[config.mk]
export PLATFORM = sky130hd
export DESIGN_NAME = cdb_scheduler
export DESIGN_NICKNAME = d
export VERILOG_FILES = /design/src/rtl/cdb_scheduler.sv
export SDC_FILE = /design/constraint.sdc
export NUM_CORES = 1
export LEC_CHECK = 0
export ABC_AREA = 1
export CAP_MARGIN = 0
export CORE_ASPECT_RATIO = 1.1
export CORE_MARGIN = 2
export CORE_UTILIZATION = 54
export CTS_CLUSTER_SIZE = 10
export DETAILED_ROUTE_END_ITERATION = 16
export GPL_TIMING_DRIVEN = 0
export PLACE_DENSITY = 0.9
export SYNTH_ARGS = -nofsm -noshare
export SYNTH_HDL_FRONTEND = slang
export SYNTH_SLANG_ARGS = --single-unit
[constraint.sdc]
create_clock -name clk -period 12.95 [get_ports clk]
set_clock_uncertainty 0.15 [all_clocks]
set_input_delay 1.9425 -clock clk [delete_from_list [all_inputs] [get_ports clk]]
set_output_delay 1.9425 -clock clk [all_outputs]
set_load 0.05 [all_outputs]
[src/rtl/cdb_scheduler.sv]
// cdb_scheduler: shares NUM_CDB result-broadcast ports among NUM_REQ
// functional-unit producers, oldest-first with starvation promotion.
//
// Ports:
//   clk, rst            core clock, async active-low reset
//   flush, rob_head     ROB flush and current head tag
//   req_val/rdy/tag/data  per-requester result handshake (packed by index)
//   cdb_val/tag/data/src  registered broadcast ports (packed by port)
module cdb_scheduler #(
    parameter int NUM_REQ      = 4,
    parameter int NUM_CDB      = 2,
    parameter int TAG_WIDTH    = 6,
    parameter int DATA_WIDTH   = 32,
    parameter int STARVE_LIMIT = 3
) (
    input  logic                                clk,
    input  logic                                rst,
    input  logic                                flush,
    input  logic [TAG_WIDTH-1:0]                rob_head,
    input  logic [NUM_REQ-1:0]                  req_val,
    output logic [NUM_REQ-1:0]                  req_rdy,
    input  logic [NUM_REQ*TAG_WIDTH-1:0]        req_tag,
    input  logic [NUM_REQ*DATA_WIDTH-1:0]       req_data,
    output logic [NUM_CDB-1:0]                  cdb_val,
    output logic [NUM_CDB*TAG_WIDTH-1:0]        cdb_tag,
    output logic [NUM_CDB*DATA_WIDTH-1:0]       cdb_data,
    output logic [NUM_CDB*$clog2(NUM_REQ)-1:0]  cdb_src
);

    localparam int SRC_W = $clog2(NUM_REQ);
    localparam int CNT_W = $clog2(STARVE_LIMIT + 1);
    localparam int KEY_W = 1 + TAG_WIDTH + SRC_W;

    // holding registers
    logic [NUM_REQ-1:0]    hold_val_q, hold_val_d;
    logic [TAG_WIDTH-1:0]  hold_tag_q  [NUM_REQ];
    logic [TAG_WIDTH-1:0]  hold_tag_d  [NUM_REQ];
    logic [DATA_WIDTH-1:0] hold_data_q [NUM_REQ];
    logic [DATA_WIDTH-1:0] hold_data_d [NUM_REQ];
    logic [CNT_W-1:0]      wait_cnt_q  [NUM_REQ];
    logic [CNT_W-1:0]      wait_cnt_d  [NUM_REQ];

    // output registers
    logic [NUM_CDB-1:0]    cdb_val_q, cdb_val_d;
    logic [TAG_WIDTH-1:0]  cdb_tag_q  [NUM_CDB];
    logic [TAG_WIDTH-1:0]  cdb_tag_d  [NUM_CDB];
    logic [DATA_WIDTH-1:0] cdb_data_q [NUM_CDB];
    logic [DATA_WIDTH-1:0] cdb_data_d [NUM_CDB];
    logic [SRC_W-1:0]      cdb_src_q  [NUM_CDB];
    logic [SRC_W-1:0]      cdb_src_d  [NUM_CDB];

    // arbitration
    logic [KEY_W-1:0]      key [NUM_REQ];
    logic [TAG_WIDTH-1:0]  age [NUM_REQ];
    logic [NUM_REQ-1:0]    grant;
    logic [NUM_CDB-1:0]    sel_val;
    logic [SRC_W-1:0]      sel_idx [NUM_CDB];
    logic                  found;
    logic [KEY_W-1:0]      best_key;
    logic [SRC_W-1:0]      best;
    logic [NUM_REQ-1:0]    xfer;

    // Priority key: promoted entries first, then age from ROB head,
    // then index. Keys are unique, so a strict min gives all tie-breaks.
    always_comb begin
        for (int i = 0; i < NUM_REQ; i++) begin
            age[i] = hold_tag_q[i] - rob_head;
            key[i] = {wait_cnt_q[i] != CNT_W'(STARVE_LIMIT), age[i], SRC_W'(i)};
        end
    end

    // Port k takes the best entry not already taken by ports 0..k-1.
    always_comb begin
        grant    = '0;
        sel_val  = '0;
        found    = 1'b0;
        best_key = '1;
        best     = '0;
        for (int k = 0; k < NUM_CDB; k++) begin
            sel_idx[k] = '0;
        end
        for (int k = 0; k < NUM_CDB; k++) begin
            found    = 1'b0;
            best_key = '1;
            best     = '0;
            for (int i = 0; i < NUM_REQ; i++) begin
                if (hold_val_q[i] && !grant[i] && (!found || key[i] < best_key)) begin
                    found    = 1'b1;
                    best_key = key[i];
                    best     = SRC_W'(i);
                end
            end
            if (found) begin
                grant[best] = 1'b1;
                sel_val[k]  = 1'b1;
                sel_idx[k]  = best;
            end
        end
    end

    assign req_rdy = {NUM_REQ{!flush}} & (~hold_val_q | grant);
    assign xfer    = req_val & req_rdy;

    always_comb begin
        hold_val_d = hold_val_q;
        for (int i = 0; i < NUM_REQ; i++) begin
            hold_tag_d[i]  = hold_tag_q[i];
            hold_data_d[i] = hold_data_q[i];
            wait_cnt_d[i]  = wait_cnt_q[i];
            if (flush) begin
                hold_val_d[i] = 1'b0;
                wait_cnt_d[i] = '0;
            end else if (xfer[i]) begin
                hold_val_d[i]  = 1'b1;
                hold_tag_d[i]  = req_tag[i*TAG_WIDTH +: TAG_WIDTH];
                hold_data_d[i] = req_data[i*DATA_WIDTH +: DATA_WIDTH];
                wait_cnt_d[i]  = '0;
            end else if (grant[i]) begin
                hold_val_d[i] = 1'b0;
                wait_cnt_d[i] = '0;
            end else if (hold_val_q[i] && wait_cnt_q[i] != CNT_W'(STARVE_LIMIT)) begin
                wait_cnt_d[i] = wait_cnt_q[i] + CNT_W'(1);
            end
        end
    end

    always_comb begin
        for (int k = 0; k < NUM_CDB; k++) begin
            cdb_val_d[k]  = sel_val[k] && !flush;
            cdb_tag_d[k]  = cdb_val_d[k] ? hold_tag_q[sel_idx[k]]  : '0;
            cdb_data_d[k] = cdb_val_d[k] ? hold_data_q[sel_idx[k]] : '0;
            cdb_src_d[k]  = cdb_val_d[k] ? sel_idx[k]              : '0;
        end
    end

    always_ff @(posedge clk or negedge rst) begin
        if (!rst) begin
            hold_val_q <= '0;
            cdb_val_q  <= '0;
            for (int i = 0; i < NUM_REQ; i++) begin
                hold_tag_q[i]  <= '0;
                hold_data_q[i] <= '0;
                wait_cnt_q[i]  <= '0;
            end
            for (int k = 0; k < NUM_CDB; k++) begin
                cdb_tag_q[k]  <= '0;
                cdb_data_q[k] <= '0;
                cdb_src_q[k]  <= '0;
            end
        end else begin
            hold_val_q <= hold_val_d;
            cdb_val_q  <= cdb_val_d;
            for (int i = 0; i < NUM_REQ; i++) begin
                hold_tag_q[i]  <= hold_tag_d[i];
                hold_data_q[i] <= hold_data_d[i];
                wait_cnt_q[i]  <= wait_cnt_d[i];
            end
            for (int k = 0; k < NUM_CDB; k++) begin
                cdb_tag_q[k]  <= cdb_tag_d[k];
                cdb_data_q[k] <= cdb_data_d[k];
                cdb_src_q[k]  <= cdb_src_d[k];
            end
        end
    end

    always_comb begin
        cdb_val = cdb_val_q;
        for (int k = 0; k < NUM_CDB; k++) begin
            cdb_tag[k*TAG_WIDTH +: TAG_WIDTH]    = cdb_tag_q[k];
            cdb_data[k*DATA_WIDTH +: DATA_WIDTH] = cdb_data_q[k];
            cdb_src[k*SRC_W +: SRC_W]            = cdb_src_q[k];
        end
    end

endmodule

== Word-level counts from Yosys, hierarchy flattened ==
Cells that the tools add are included.

* Output and inout port bits: 86
* Bits in registers: 246

* Muxes and demuxes: 76
* Equal/unequal tests: 4
* $lt $le $gt $ge: 12
* Bitwise gates (word level): 8
* $add $sub $neg: 8
* Reductions and logical operators: 47

{| class="wikitable"
|+ Operator list
! operator !! count
|-
| 32-bit 2-to-1 mux || 6
|-
| 32-bit binary-select mux with 2-bit select || 2
|-
| 9-bit < comparator || 6
|-
| 9-bit 2-to-1 mux || 6
|-
| 2-bit 2-to-1 mux || 24
|-
| 6-bit 2-to-1 mux || 6
|-
| 1-bit 2-to-1 mux || 26
|-
| 6-bit binary-select mux with 2-bit select || 2
|-
| 6-bit subtractor || 4
|-
| 1-bit logical AND || 18
|-
| 4-bit nonzero test || 4
|-
| 3-bit nonzero test || 4
|-
| 1-bit logical NOT || 11
|-
| 2-bit by 1-bit adder with 2-bit output (second input constant) || 4
|-
| 4-bit bitwise AND || 2
|-
| 4-bit 2-to-1 mux || 2
|-
| 2-bit inequality test (second input constant) || 4
|-
| 4-bit bitwise OR || 2
|-
| 2-bit AND reduction || 4
|-
| 3-bit greater-or-equal comparator (second input constant) || 2
|-
| 1-bit logical OR || 6
|-
| 2-bit by 3-bit < comparator with 1-bit output (second input constant) || 2
|-
| 2-bit NOT with 3-bit output || 2
|-
| 1-bit demux with 2-bit select || 2
|-
| other kinds (3) || 4
|}

== Logic depth before layout (Yosys ltp) ==
* Depth after elaboration: 45
* Depth in mapped cells: 80
* Depth with buffers taken out: 75

== Least setup slack after synthesis ==
OpenSTA, ideal clock, no wires.

* Kind: input to output
* Start point: input port rob_head[1]
* End point: output port req_rdy[0]
* Path buffers: 4
* Slack: 522 ps
* Data required time: 10858 ps
* Arrival: 10335 ps
* Stages on the path: 65
* Cells stage by stage: inv_1 -> ha_1 -> nand3_1 -> and2_1 -> inv_1 -> a21oi_1 -> nor2_1 -> nor2_1 -> xor2_1 -> inv_1 -> ha_1 -> nand2_1 -> a21oi_1 -> nor2_1 -> nand2_1 -> nand2_1 -> nand2_2 -> clkbuf_1 -> [... 29 more ...] -> ha_1 -> o21ai_0 -> nand2_1 -> a21oi_1 -> o221ai_1 -> nand2_1 -> nand2_4 -> clkbuf_1 -> o21ai_0 -> ha_1 -> nand2_1 -> nor2_1 -> a211oi_1 -> nand2_1 -> nand2_2 -> nand2_4 -> nand3_2 -> a21oi_1

* Word-level cells in the longest chain between the ends: 42

{| class="wikitable"
|+ RTL lines
! what !! line !! text
|-
| from (decl) || 19 || <nowiki>input logic [TAG_WIDTH-1:0] rob_head,</nowiki>
|-
| 6-bit subtractor || 67 || <nowiki>age[i] = hold_tag_q[i] - rob_head;</nowiki>
|-
| 9-bit 2-to-1 mux || 87 || <nowiki>if (hold_val_q[i] && !grant[i] && (!found || key[i] < best_key)) begin</nowiki>
|-
| 9-bit < comparator || 87 ||
|-
| 1-bit logical OR || 87 ||
|-
| 1-bit logical AND || 87 ||
|-
| 9-bit 2-to-1 mux or 1-bit 2-to-1 mux (tied branches) || 87 ||
|-
| 9-bit < comparator or 1-bit logical NOT (tied branches) || 87 ||
|-
| 1-bit logical OR || 87 ||
|-
| [... 26 more ...] || -- ||
|-
| 2-bit by 3-bit < comparator with 1-bit output (not written as such) or 2-bit by 1-bit greater-or-equal comparator with 1-bit output (tied branches) || 94 || <nowiki>grant[best] = 1'b1;</nowiki>
|-
| 1-bit logical AND (not written as such) || 94 ||
|-
| 1-bit 2-to-1 mux (not written as such) || 94 ||
|-
| 1-bit demux with 2-bit select || 94 ||
|-
| 4-bit bitwise OR (no source line) || -- ||
|-
| 4-bit 2-to-1 mux * || 93 || <nowiki>if (found) begin</nowiki>
|-
| 4-bit bitwise OR * || 101 || <nowiki>assign req_rdy = {NUM_REQ{!flush}} & (~hold_val_q | grant);</nowiki>
|-
| 4-bit bitwise AND * || 101 ||
|-
| to (decl) || 21 || <nowiki>output logic [NUM_REQ-1:0] req_rdy,</nowiki>
|}

Every way passes the cells marked *; elsewhere a longest branch is shown, timed or not.

== Worst setup path after layout ==
* Start point: input port rob_head[2]
* End point: output port req_rdy[2]

Same word-level chain as after synthesis.

==> run metrics <==
CP Max Fanout=8; Post-Synth Adder-Cell Area=under 10%; CTS Buf Count=28; clock sinks=between 200 and 250; ys flop type=dfrtp_1; share of cells above drive strength 1=around 11%; Hold Crit Start=hold_data_q[63]$_DFFE_PN0P_; Req. time, crit path=10.86 ns; largest net degree at the start of global routing=103; global-route wire length before repair=79600 um; mux contribution to synthesized area=less than 1%; drt first pass iters=7; sequential fraction of the synthesis area=44.5%; hold depth=2; Worst setup EP type=primary output; final count of negative-setup-slack endpoints=0; fraction of registers with async set/reset=100%; Clk pin slew, worst setup/hold paths=0.05 ns; Synth Instances=between 1500 and 2000; Layout Nets=2302; area added between synthesis and finish=32.6%; most frequent cells in the layout=nand2_1 (509), dfrtp_1 (246), clkdlybuf4s50_1 (241); core footprint=25300 um^2; CP delay by family, top=simple AND/OR/NAND/NOR gates; DRT Wirelength=52800 um; DIE AREA=26900 um^2; CTS tree=built; Slew @ Worst Pin=0.833 ns; status=complete, no violations; Post-CTS Hold Fix Bufs=0; Compound-Gate Fraction of Synth Area=~11%; Final GP Congestion=0.990; routed wire length per instance=21.9 um; worst skew pair latency=0.56 ns; Setup CP Type=in2out; # placed instances=2348; H-tree Lvls=1; fin crit share=96.6%; Critical-path top delay cell=ha_1; f_max=79.9 MHz; Rel. slew slack=between 40% and 50%; flop and latch count out of synthesis=about 250; total number of vias=15000; CP arrival=around 10 ns; Rows=61; reg2reg start=hold_tag_q[12]$_DFFE_PN0P_; post-DP HPWL=37400 um; Slew Viols, Final=0; HP Class=reg2reg; CP dominant cell by count=nand2_1; Initial DRC Count=about 2000; most common cell after layout, fill and taps aside=nand2_1; top cells by area, synth=dfrtp_1 (44%), nand2_1 (14%), ha_1 (5.8%), nand4_1 (5.3%), a21oi_1 (5.3%); number of synthesized flops with an enable pin=0; worst r2r dst=cdb_data[32]$_DFF_PN0_; Synth Area in Simple Gates=approximately 29%; GR Util All Layers=38.7%; yosys synthesis warning count=0; die height=172 um; vias per std cell=between 6 and 7; XOR/XNOR Fraction of Synth Area=1.39%; Power Dens Cells=191 nW/um^2; WHS Endpoint=hold_data_q[63]$_DFFE_PN0P_; Non-Filler Instances=2417; Synth area leader=dfrtp_1; # diodes=0; Longest Clk Path Bufs=3; Util after Layout=around 73%; Reg2Reg Depth=71; Yosys cell types=36; # port buffers=250; largest family of logic cells by synthesized area=simple AND/OR/NAND/NOR gates; fillers=1887; Reg2Reg Setup Slack=between 2 and 3 ns; count of final hold-check violations=0; Critical path buffers and inverters=13; remaining routing DRC violations=0; Mapped Avg Cell Area=7.91 um^2; grt ovf=0; syn_nets=between 1500 and 2000; Initial Util=54.8%; CTS root buf=clkbuf_16; Ports=between 200 and 300; post-layout minimum cycle time=12.51 ns; Max Cap Violations=0; initial antenna violation count=0; Detail Route Antenna Nets=0; worst stage delay on the critical path=between 0.3 and 0.4 ns; Synth top area share=44.5%; placed cell area=16800 um^2; vias in the first global route=14800; worst vdd ir=0.000131 V; Worst setup SP type=primary input; post-layout instance area=18400 um^2; leak pwr=8.81 nW; Post-Syn Area=13800 um^2; die width=157 um
-- cells in the mapped netlist (2+ instances only) --
cell / count
mux2i_1: 4
o21ai_0: 67
buf_6: 3
clkbuf_1: 76
or2_2: 3
xor2_1: 20
dfrtp_1: 246
nand2_4: 4
ha_1: 64
nor3_1: 2
a311oi_1: 36
a211oi_1: 4
nor2_1: 111
fa_1: 4
o221ai_1: 2
nand2_1: 525
inv_1: 104
nand2_2: 11
xnor2_1: 2
buf_2: 30
nand3_2: 4
nand3_1: 97
buf_4: 15
nand3b_1: 35
and2_1: 2
a21oi_1: 146
inv_2: 4
buf_1: 3
nand4_1: 117
o311ai_0: 3
-- timing repair --
action,4_1_cts,5_1_grt
pin swaps,35,52
setup buffers,23,11
endpoints found under the setup margin,4,4
gates cloned,3,0
resized for setup,96,72
-- flip-flops by register name, indices dropped and copies added (netlist names) --
| name | count |
|---|---|
| hold_tag_q | 24 |
| hold_val_q | 4 |
| cdb_data | 64 |
| hold_data_q | 128 |
| cdb_val | 2 |
| cdb_src | 4 |
| wait_cnt_q | 8 |
| cdb_tag | 12 |
-- metrics by stage --
stage | worst slack, ns | setup TNS (ns) | hold WS (ns) | total power [mW]
3_5_place_dp | -2.23 | -32.58 | 0.325 | 2.61
5_1_grt | -0.109 | -0.401 | 0.366 | 3.67
6_report | 0.435 | 0 | 0.349 | 3.51
2_1_floorplan | 0.522 | 0 | 0.292 | 2.05
4_1_cts | 0.0117 | 0 | 0.340 | 3.38
3_3_place_gp | -2.20 | -84.09 | 0.307 | 2.57
-- cells by family (layout without fill, tap and decap cells) --
group	count (synthesis)	after routing
buffers and inverters	236	557
muxes	4	4
and+or+nand+nor	912	912
adders and majority gates	68	68
xor gates and xnor gates	22	22
DFF	246	246
AOI/OAI and AO/OA	262	262
-- layer usage --
layer	track usage, %	share of wire (%)	wire (um)	up-vias
met1	47.2	35	18700	6942
met4	21.6	6.8	3580	0
met5	0	0	0	-
met2	62.9	46	24100	1235
met3	9.75	12	6470	317
li1	-	-	-	6482
-- area by class of cell --
class,instances,area [um^2],area share [%]
Buffer,127,638,3.48
Clock buffer,31,722,3.93
Clock inverter,1,16.3,0.0886
Inverter,109,414,2.26
Multi-Input combinational cell,1268,7130,38.8
Sequential cell,246,6160,33.5
Tap cell,346,433,2.36
Timing Repair Buffer,289,2840,15.5
-- worst max-delay path by stage --
stage	start	end	slack, ns	depth (start not counted)
floorplan	rob_head[1]	req_rdy[0]	0.52	65
global placement	rob_head[1]	req_rdy[2]	-2.20	70
detailed placement	rob_head[1]	req_rdy[2]	-2.23	67
CTS	rob_head[1]	req_rdy[2]	0.01	70
global route	rob_head[2]	req_rdy[2]	-0.11	70
finish	rob_head[2]	req_rdy[2]	0.44	71
-- worst reg2reg max path: cells and delay by family, from the launching register on --
family | cells | cell delay [ns]
fa+ha+maj | 8 | 2.34
buf+inv | 14 | 2.09
flops | 1 | 0.41
xor+xnor | 1 | 0.17
simple gates | 36 | 2.99
compound gates | 12 | 1.71
-- power breakdown --
group	switching, mW	internal [mW]
clock	0.305	0.387
combinational	1.16	0.600
sequential	0.111	0.940
Power figures use the tool's default switching activity.
